==> src/rtl/alu_hs_iter.sv <==
// Handshaked ALU: single-cycle arithmetic/logic/compare/shift ops with a
// one-deep output register, plus an iterative restoring divider for div.
module alu_hs_iter #(
  parameter int N          = 16,
  parameter bit SIGNED_CMP = 1'b0
) (
  input  logic         clk,
  input  logic         rst_n,
  input  logic         in_valid,
  output logic         in_ready,
  input  logic [N-1:0] A,
  input  logic [N-1:0] B,
  input  logic [3:0]   alu_func,
  output logic         out_valid,
  input  logic         out_ready,
  output logic [N-1:0] result,
  output logic [N-1:0] result_hi,
  output logic         carry,
  output logic         zero,
  output logic         div_by_zero,
  output logic [1:0]   op_class
);

  localparam int SW = $clog2(N);
  localparam int CW = $clog2(N + 1);
  localparam logic [SW:0] N_W = (SW + 1)'(N);

  localparam logic [3:0] OP_ADD  = 4'b0000;
  localparam logic [3:0] OP_SUB  = 4'b0001;
  localparam logic [3:0] OP_MUL  = 4'b0010;
  localparam logic [3:0] OP_DIV  = 4'b0011;
  localparam logic [3:0] OP_AND  = 4'b0100;
  localparam logic [3:0] OP_OR   = 4'b0101;
  localparam logic [3:0] OP_NAND = 4'b0110;
  localparam logic [3:0] OP_NOR  = 4'b0111;
  localparam logic [3:0] OP_XOR  = 4'b1000;
  localparam logic [3:0] OP_XNOR = 4'b1001;
  localparam logic [3:0] OP_EQ   = 4'b1010;
  localparam logic [3:0] OP_GT   = 4'b1011;
  localparam logic [3:0] OP_LT   = 4'b1100;
  localparam logic [3:0] OP_SRL  = 4'b1101;
  localparam logic [3:0] OP_SLL  = 4'b1110;
  localparam logic [3:0] OP_ROL  = 4'b1111;

  typedef enum logic {IDLE, DIV} state_t;

  state_t         state_q, state_d;
  logic [CW-1:0]  cnt_q, cnt_d;
  logic [N-1:0]   rem_q, rem_d;
  logic [N-1:0]   quo_q, quo_d;
  logic [N-1:0]   dvsr_q, dvsr_d;
  logic           out_valid_q, out_valid_d;
  logic [N-1:0]   result_q, result_d;
  logic [N-1:0]   result_hi_q, result_hi_d;
  logic           carry_q, carry_d;
  logic           zero_q, zero_d;
  logic           dbz_q, dbz_d;
  logic [1:0]     op_class_q, op_class_d;

  function automatic logic [1:0] class_of(input logic [3:0] f);
    if (f <= OP_DIV)       return 2'b00;
    else if (f <= OP_XNOR) return 2'b01;
    else if (f <= OP_LT)   return 2'b10;
    else                   return 2'b11;
  endfunction

  // Single-cycle datapath
  logic [N:0]     add_w;
  logic [N:0]     sub_w;
  logic [2*N-1:0] mul_w;
  logic [SW-1:0]  shamt;
  logic [SW:0]    rsh;
  logic [N-1:0]   rol_w;
  logic           eq_w, gt_w, lt_w;

  assign add_w = {1'b0, A} + {1'b0, B};
  assign sub_w = {1'b0, A} - {1'b0, B};
  assign mul_w = {{N{1'b0}}, A} * {{N{1'b0}}, B};
  assign shamt = B[SW-1:0];
  assign rsh   = N_W - {1'b0, shamt};
  assign rol_w = (A << shamt) | (A >> rsh);
  assign eq_w  = (A == B);
  assign gt_w  = SIGNED_CMP ? ($signed(A) > $signed(B)) : (A > B);
  assign lt_w  = SIGNED_CMP ? ($signed(A) < $signed(B)) : (A < B);

  logic [N-1:0] alu_lo, alu_hi;
  logic         alu_c, alu_dbz;

  always_comb begin
    alu_lo  = '0;
    alu_hi  = '0;
    alu_c   = 1'b0;
    alu_dbz = 1'b0;
    case (alu_func)
      OP_ADD:  begin alu_lo = add_w[N-1:0]; alu_c = add_w[N]; end
      OP_SUB:  begin alu_lo = sub_w[N-1:0]; alu_c = sub_w[N]; end
      OP_MUL:  begin alu_lo = mul_w[N-1:0]; alu_hi = mul_w[2*N-1:N]; end
      // Only reaches the output path when B==0; nonzero divisors go to DIV.
      OP_DIV:  begin alu_lo = '1; alu_hi = A; alu_dbz = 1'b1; end
      OP_AND:  alu_lo = A & B;
      OP_OR:   alu_lo = A | B;
      OP_NAND: alu_lo = ~(A & B);
      OP_NOR:  alu_lo = ~(A | B);
      OP_XOR:  alu_lo = A ^ B;
      OP_XNOR: alu_lo = ~(A ^ B);
      OP_EQ:   alu_lo = eq_w ? N'(1) : '0;
      OP_GT:   alu_lo = gt_w ? N'(2) : '0;
      OP_LT:   alu_lo = lt_w ? N'(3) : '0;
      OP_SRL:  alu_lo = A >> shamt;
      OP_SLL:  alu_lo = A << shamt;
      OP_ROL:  alu_lo = rol_w;
      default: alu_lo = '0;
    endcase
  end

  // Restoring divider step: dividend bits shift out of quo_q into the remainder.
  logic [N:0]   rem_shift;
  logic         rem_ge;
  logic [N-1:0] rem_diff;
  logic [N-1:0] rem_step;
  logic [N-1:0] quo_step;

  assign rem_shift = {rem_q, quo_q[N-1]};
  assign rem_ge    = (rem_shift >= {1'b0, dvsr_q});
  assign rem_diff  = rem_shift[N-1:0] - dvsr_q;
  assign rem_step  = rem_ge ? rem_diff : rem_shift[N-1:0];
  assign quo_step  = {quo_q[N-2:0], rem_ge};

  logic accept, div_start;

  assign in_ready  = (state_q == IDLE) && (!out_valid_q || out_ready);
  assign accept    = in_valid && in_ready;
  assign div_start = accept && (alu_func == OP_DIV) && (B != '0);

  always_comb begin
    state_d     = state_q;
    cnt_d       = cnt_q;
    rem_d       = rem_q;
    quo_d       = quo_q;
    dvsr_d      = dvsr_q;
    out_valid_d = out_valid_q;
    result_d    = result_q;
    result_hi_d = result_hi_q;
    carry_d     = carry_q;
    zero_d      = zero_q;
    dbz_d       = dbz_q;
    op_class_d  = op_class_q;
    case (state_q)
      IDLE: begin
        if (out_valid_q && out_ready) out_valid_d = 1'b0;
        if (div_start) begin
          state_d = DIV;
          cnt_d   = CW'(N);
          rem_d   = '0;
          quo_d   = A;
          dvsr_d  = B;
        end else if (accept) begin
          out_valid_d = 1'b1;
          result_d    = alu_lo;
          result_hi_d = alu_hi;
          carry_d     = alu_c;
          zero_d      = (alu_lo == '0);
          dbz_d       = alu_dbz;
          op_class_d  = class_of(alu_func);
        end
      end
      DIV: begin
        if (cnt_q != '0) begin
          cnt_d = cnt_q - 1'b1;
          rem_d = rem_step;
          quo_d = quo_step;
        end else begin
          // Output register is guaranteed empty here: DIV is only entered when it drains.
          state_d     = IDLE;
          out_valid_d = 1'b1;
          result_d    = quo_q;
          result_hi_d = rem_q;
          carry_d     = 1'b0;
          zero_d      = (quo_q == '0);
          dbz_d       = 1'b0;
          op_class_d  = 2'b00;
        end
      end
      default: state_d = IDLE;
    endcase
  end

  always_ff @(posedge clk or negedge rst_n) begin
    if (!rst_n) begin
      state_q     <= IDLE;
      cnt_q       <= '0;
      rem_q       <= '0;
      quo_q       <= '0;
      dvsr_q      <= '0;
      out_valid_q <= 1'b0;
      result_q    <= '0;
      result_hi_q <= '0;
      carry_q     <= 1'b0;
      zero_q      <= 1'b0;
      dbz_q       <= 1'b0;
      op_class_q  <= 2'b00;
    end else begin
      state_q     <= state_d;
      cnt_q       <= cnt_d;
      rem_q       <= rem_d;
      quo_q       <= quo_d;
      dvsr_q      <= dvsr_d;
      out_valid_q <= out_valid_d;
      result_q    <= result_d;
      result_hi_q <= result_hi_d;
      carry_q     <= carry_d;
      zero_q      <= zero_d;
      dbz_q       <= dbz_d;
      op_class_q  <= op_class_d;
    end
  end

  assign out_valid   = out_valid_q;
  assign result      = result_q;
  assign result_hi   = result_hi_q;
  assign carry       = carry_q;
  assign zero        = zero_q;
  assign div_by_zero = dbz_q;
  assign op_class    = op_class_q;

endmodule
==> config.mk <==
export PLATFORM = sky130hd
export DESIGN_NAME = alu_hs_iter
export DESIGN_NICKNAME = d
export VERILOG_FILES = /design/src/rtl/alu_hs_iter.sv
export SDC_FILE = /design/constraint.sdc
export NUM_CORES = 1
export LEC_CHECK = 0
export CORE_MARGIN = 2
export CORE_UTILIZATION = 60
export DETAILED_ROUTE_END_ITERATION = 8
export DONT_BUFFER_PORTS = 1
export PLACE_DENSITY = 0.74
export SLEW_MARGIN = 25
export SYNTH_ARGS = -nofsm -noshare
export SYNTH_HDL_FRONTEND = slang
export SYNTH_SLANG_ARGS = --single-unit
==> constraint.sdc <==
create_clock -name clk -period 6.74 [get_ports clk]
set_clock_uncertainty 0.05 [all_clocks]
set_input_delay 1.348 -clock clk [delete_from_list [all_inputs] [get_ports clk]]
set_output_delay 1.348 -clock clk [all_outputs]
set_load 0.02 [all_outputs]
==> impl_metrics.csv <==
group,metric,value,unit
status,status,"finished, violations left",
status,failed_checks,"negative setup slack",
route,routed.top_layer,"met5",
clock_tree,cts.sinks,92,
yosys,yosysTopAreaCellShare,21.1,%
placed_design,portBuffers,0,
layout,area.sequential,0.00230,mm2
run,maxCapViolations,0,
yosys,avgSynthCellArea,8.09,um2
worst_setup_path,cpPeakStageDelay,0.57,ns
floorplan,dieWidth,180,um
timing,setup_slack,-0.0944,ns
worst_setup_path,cp-start-kind,"input port",
placed_design,pre_cts_ws,-0.477,ns
yosys,ys.warnings.count,0,
placed_design,gp_congestion,1.02,
layout,fin_nets,2707,
timing,finalHoldViolations,0,
worst_setup_path,cp_max_fo,9,
clock_tree,cts-hold-fix-buffers,0,
worst_setup_path,path_cells,"clkinvlp_4 > nor2_2 > fa_1 > inv_2 > fa_2 > inv_2 > fa_1 > fa_1 > fa_1 > inv_2 > fa_1 > inv_2 > ha_4 > nand2_2 > o21a_1 > mux2i_1 > nand3_2 > nor3_4 > a32o_1 > nand2_1 > o211ai_1 > or3b_4 > o21ai_2",
clock_tree,cts_tree,"done",
yosys,ys.flop_type,"dfrtp_1",
pwr,power_density,538,mW/mm2
timing,setup_viol,2,
layout,final.fill_count,2609,
pwr,ir_drop,544,uV
route,ant_nets,0,
worst_setup_path,crit_slowest_cell,"fa_1",
floorplan,die_h,180,um
timing,slew_headroom,31.2,%
route,drt_iter0_drc,2187,
layout,area_delta_synth_final,9.17,%
layout,drive_above_1_share,13.7,%
clock_tree,insertion_delay,0.35,ns
worst_setup_path,endpoint_kind,"flop",
worst_setup_path,cp.arrival,7.07,ns
timing,fmax,146,MHz
yosys,synthDistinctLibCells,98,
clock_tree,htreeDepth,3,
route,wl_met1,26400,um
worst_setup_path,path_buf_inv,5,
yosys,async_flop_share,100,%
route,wirelength,71000,um
timing,post-route-period-util,101,%
global_route,antenna_found_initial,4,
timing,maxSlewViolCount,0,
floorplan,core,0.0306,mm2
route,wl_met2,31600,um
clock_tree,cts_buffer_depth,2,
layout,mostFrequentLayoutCells,"inv_1, nand2_1, nor2_1",
global_route,overflow,0,
worst_setup_path,cp_top_family,"adder cells",
yosys,synthesis.area,0.0187,mm2
route,met3WireLength,7860,um
yosys,netlist.top_cell.by_area,"fa_1",
pwr,power_leakage,9.56,nW
global_route,grt.total_usage,43.4,%
timing,layout_min_cycle_time,6.83,ns
layout,layout_commonest_cell,"inv_1",
worst_setup_path,crit_top_cell,"fa_1",
layout,finish.utilization,66.6,%
route,via_per_inst,6.66,
yosys,ys_seq_area_share,12.3,%
floorplan,num_rows,64,
clock_tree,clockRootBuffer,"clkbuf_16",
worst_setup_path,criticalPathCategory,"input port to flop",
route,wl_per_cell,26.3,um
placed_design,hpwl,53300,um
yosys,synthTopCellsByArea,"fa_1, dfrtp_1, ha_1",
yosys,synthCells,2305,
floorplan,dieArea,0.0325,mm2
timing,rsz0062_at_grt,"yes",
worst_setup_path,r2r_start,"rem_q[1]",
worst_setup_path,startpoint,"B[4]",
clock_tree,cts_buffers,9,
yosys,synth_seq_cells,92,
timing,worst_pin_slew,1.03,ns
floorplan,start_util,61.0,%
route,drcViolationCount,0,
clock_tree,clk_pin_slew,0.07,ns
yosys,synth_nets,2714,
hold_path,holdCritPathClass,"flop to flop",
global_route,grt_max_degree,93,
global_route,grt_pass1_vias,18000,
route,drt-pass1-iter-count,6,
timing,setup_tns,-0.0947,ns
hold_path,hp-start,"dvsr_q[13]",
yosys,synth_edf_count,0,
floorplan,io_pins,79,
worst_setup_path,required,6.97,ns
global_route,grt_pass1_wl,107000,um
layout,multi_input_area,0.0148,mm2
route,via_count,18000,
-- where the power goes --
group          switching, mW  internal (mW)
clock network          0.229          0.292
registers              0.321          0.767
logic                   4.97           4.37
-- flip-flops by register name (all words and copies together) (netlist names) --
register     count
carry            1
rem_q           16
result_hi       16
div_by_zero      1
zero             1
result          16
state_q          1
quo_q           16
cnt_q            5
out_valid        1
dvsr_q          16
op_class         2
-- layer usage --
metal	track usage (%)	up-vias
met5	0	-
met4	24.6	4
met3	9.14	281
met2	69.2	1188
met1	55.1	8814
li1	-	7687
-- final cells by class --
class,instances,area share (%)
multi-input combinational,1711,72.9
sequential,92,11.3
inverter,349,6.70
timing repair buffer,135,5.16
tap,396,2.43
clock buffer,10,1.12
clock inverter,6,0.350
antenna,1,0.0123
-- metrics by stage --
| stage | area [um2] | hold WS (ns) | cells | total power [mW] |
|---|---|---|---|---|
| finish | 20400 | 0.438 | 2700 | 11.0 |
| global route | 20400 | 0.453 | 2699 | 11.9 |
| CTS | 20100 | 0.438 | 2693 | 10.2 |
| detailed placement | 19800 | 0.423 | 2677 | 9.65 |
| global placement | 19800 | 0.414 | 2677 | 9.38 |
| floorplan | 19200 | 0.400 | 2305 | 7.10 |
-- worst register-to-register path, stage by stage (launching register included) --
cell and delay (ns):
dfrtp_1 0.44, ha_1 0.39, nand3_1 0.12, o221ai_1 0.31, a41oi_1 0.26, o221ai_1 0.34, a21o_1 0.20, o21a_1 0.82
mux2i_1 0.31, o21ai_0 0.11
-- cell usage after synthesis, drive strengths merged, types with 6 or more instances --
| cell | number |
|---|---|
| inv | 339 |
| nand2 | 290 |
| nor2 | 228 |
| fa | 197 |
| ha | 172 |
| o21ai | 117 |
| clkbuf | 100 |
| a21oi | 99 |
| dfrtp | 92 |
| mux2i | 58 |
| buf | 53 |
| xnor2 | 43 |
| nor3 | 35 |
| xor2 | 35 |
| nand3 | 34 |
| mux4 | 29 |
| mux2 | 22 |
| a211oi | 19 |
| a31oi | 18 |
| nor4 | 18 |
| nand2b | 17 |
| o22ai | 17 |
| o221ai | 16 |
| a21o | 15 |
| a22oi | 15 |
| nand4 | 15 |
| nor2b | 14 |
| o211ai | 14 |
| o21a | 11 |
| and3 | 10 |
| clkinv | 10 |
| and2 | 9 |
| o31ai | 9 |
| o32ai | 9 |
| a2111oi | 8 |
| a221oi | 8 |
| o21bai | 8 |
| or3 | 7 |
| nor3b | 6 |
| o41ai | 6 |
-- kinds of logic after synthesis --
| group | Yosys count | share of synthesized area (%) |
|---|---|---|
| multiplexers | 109 | 7.98 |
| buffers and inverters | 502 | 10.6 |
| flip-flops | 92 | 12.3 |
| AO/OA/AOI/OAI | 448 | 16.0 |
| XOR/XNOR | 78 | 3.70 |
| adder cells (fa/ha/maj) | 369 | 32.7 |
| AND/OR/NAND/NOR | 707 | 16.6 |
-- path summary, 6_finish.rpt --
kind	endpoint	slack, ns	depth (start not counted)
max in group asynchronous	result_hi[0]	5.82	0
max reg2reg	rem_q[11]	3.27	9
max	zero	-0.09	23
min reg2reg	dvsr_q[13]	0.44	2
min	dvsr_q[13]	0.44	2
min in group asynchronous	cnt_q[3]	0.64	0
-- repair_timing --
item,in CTS,in global routing
endpoints found under the setup margin,2,21
cloned,0,0
buffers inserted,0,6
pin swaps,1,41
resized for setup,3,58
Power figures use the tool's default switching activity.
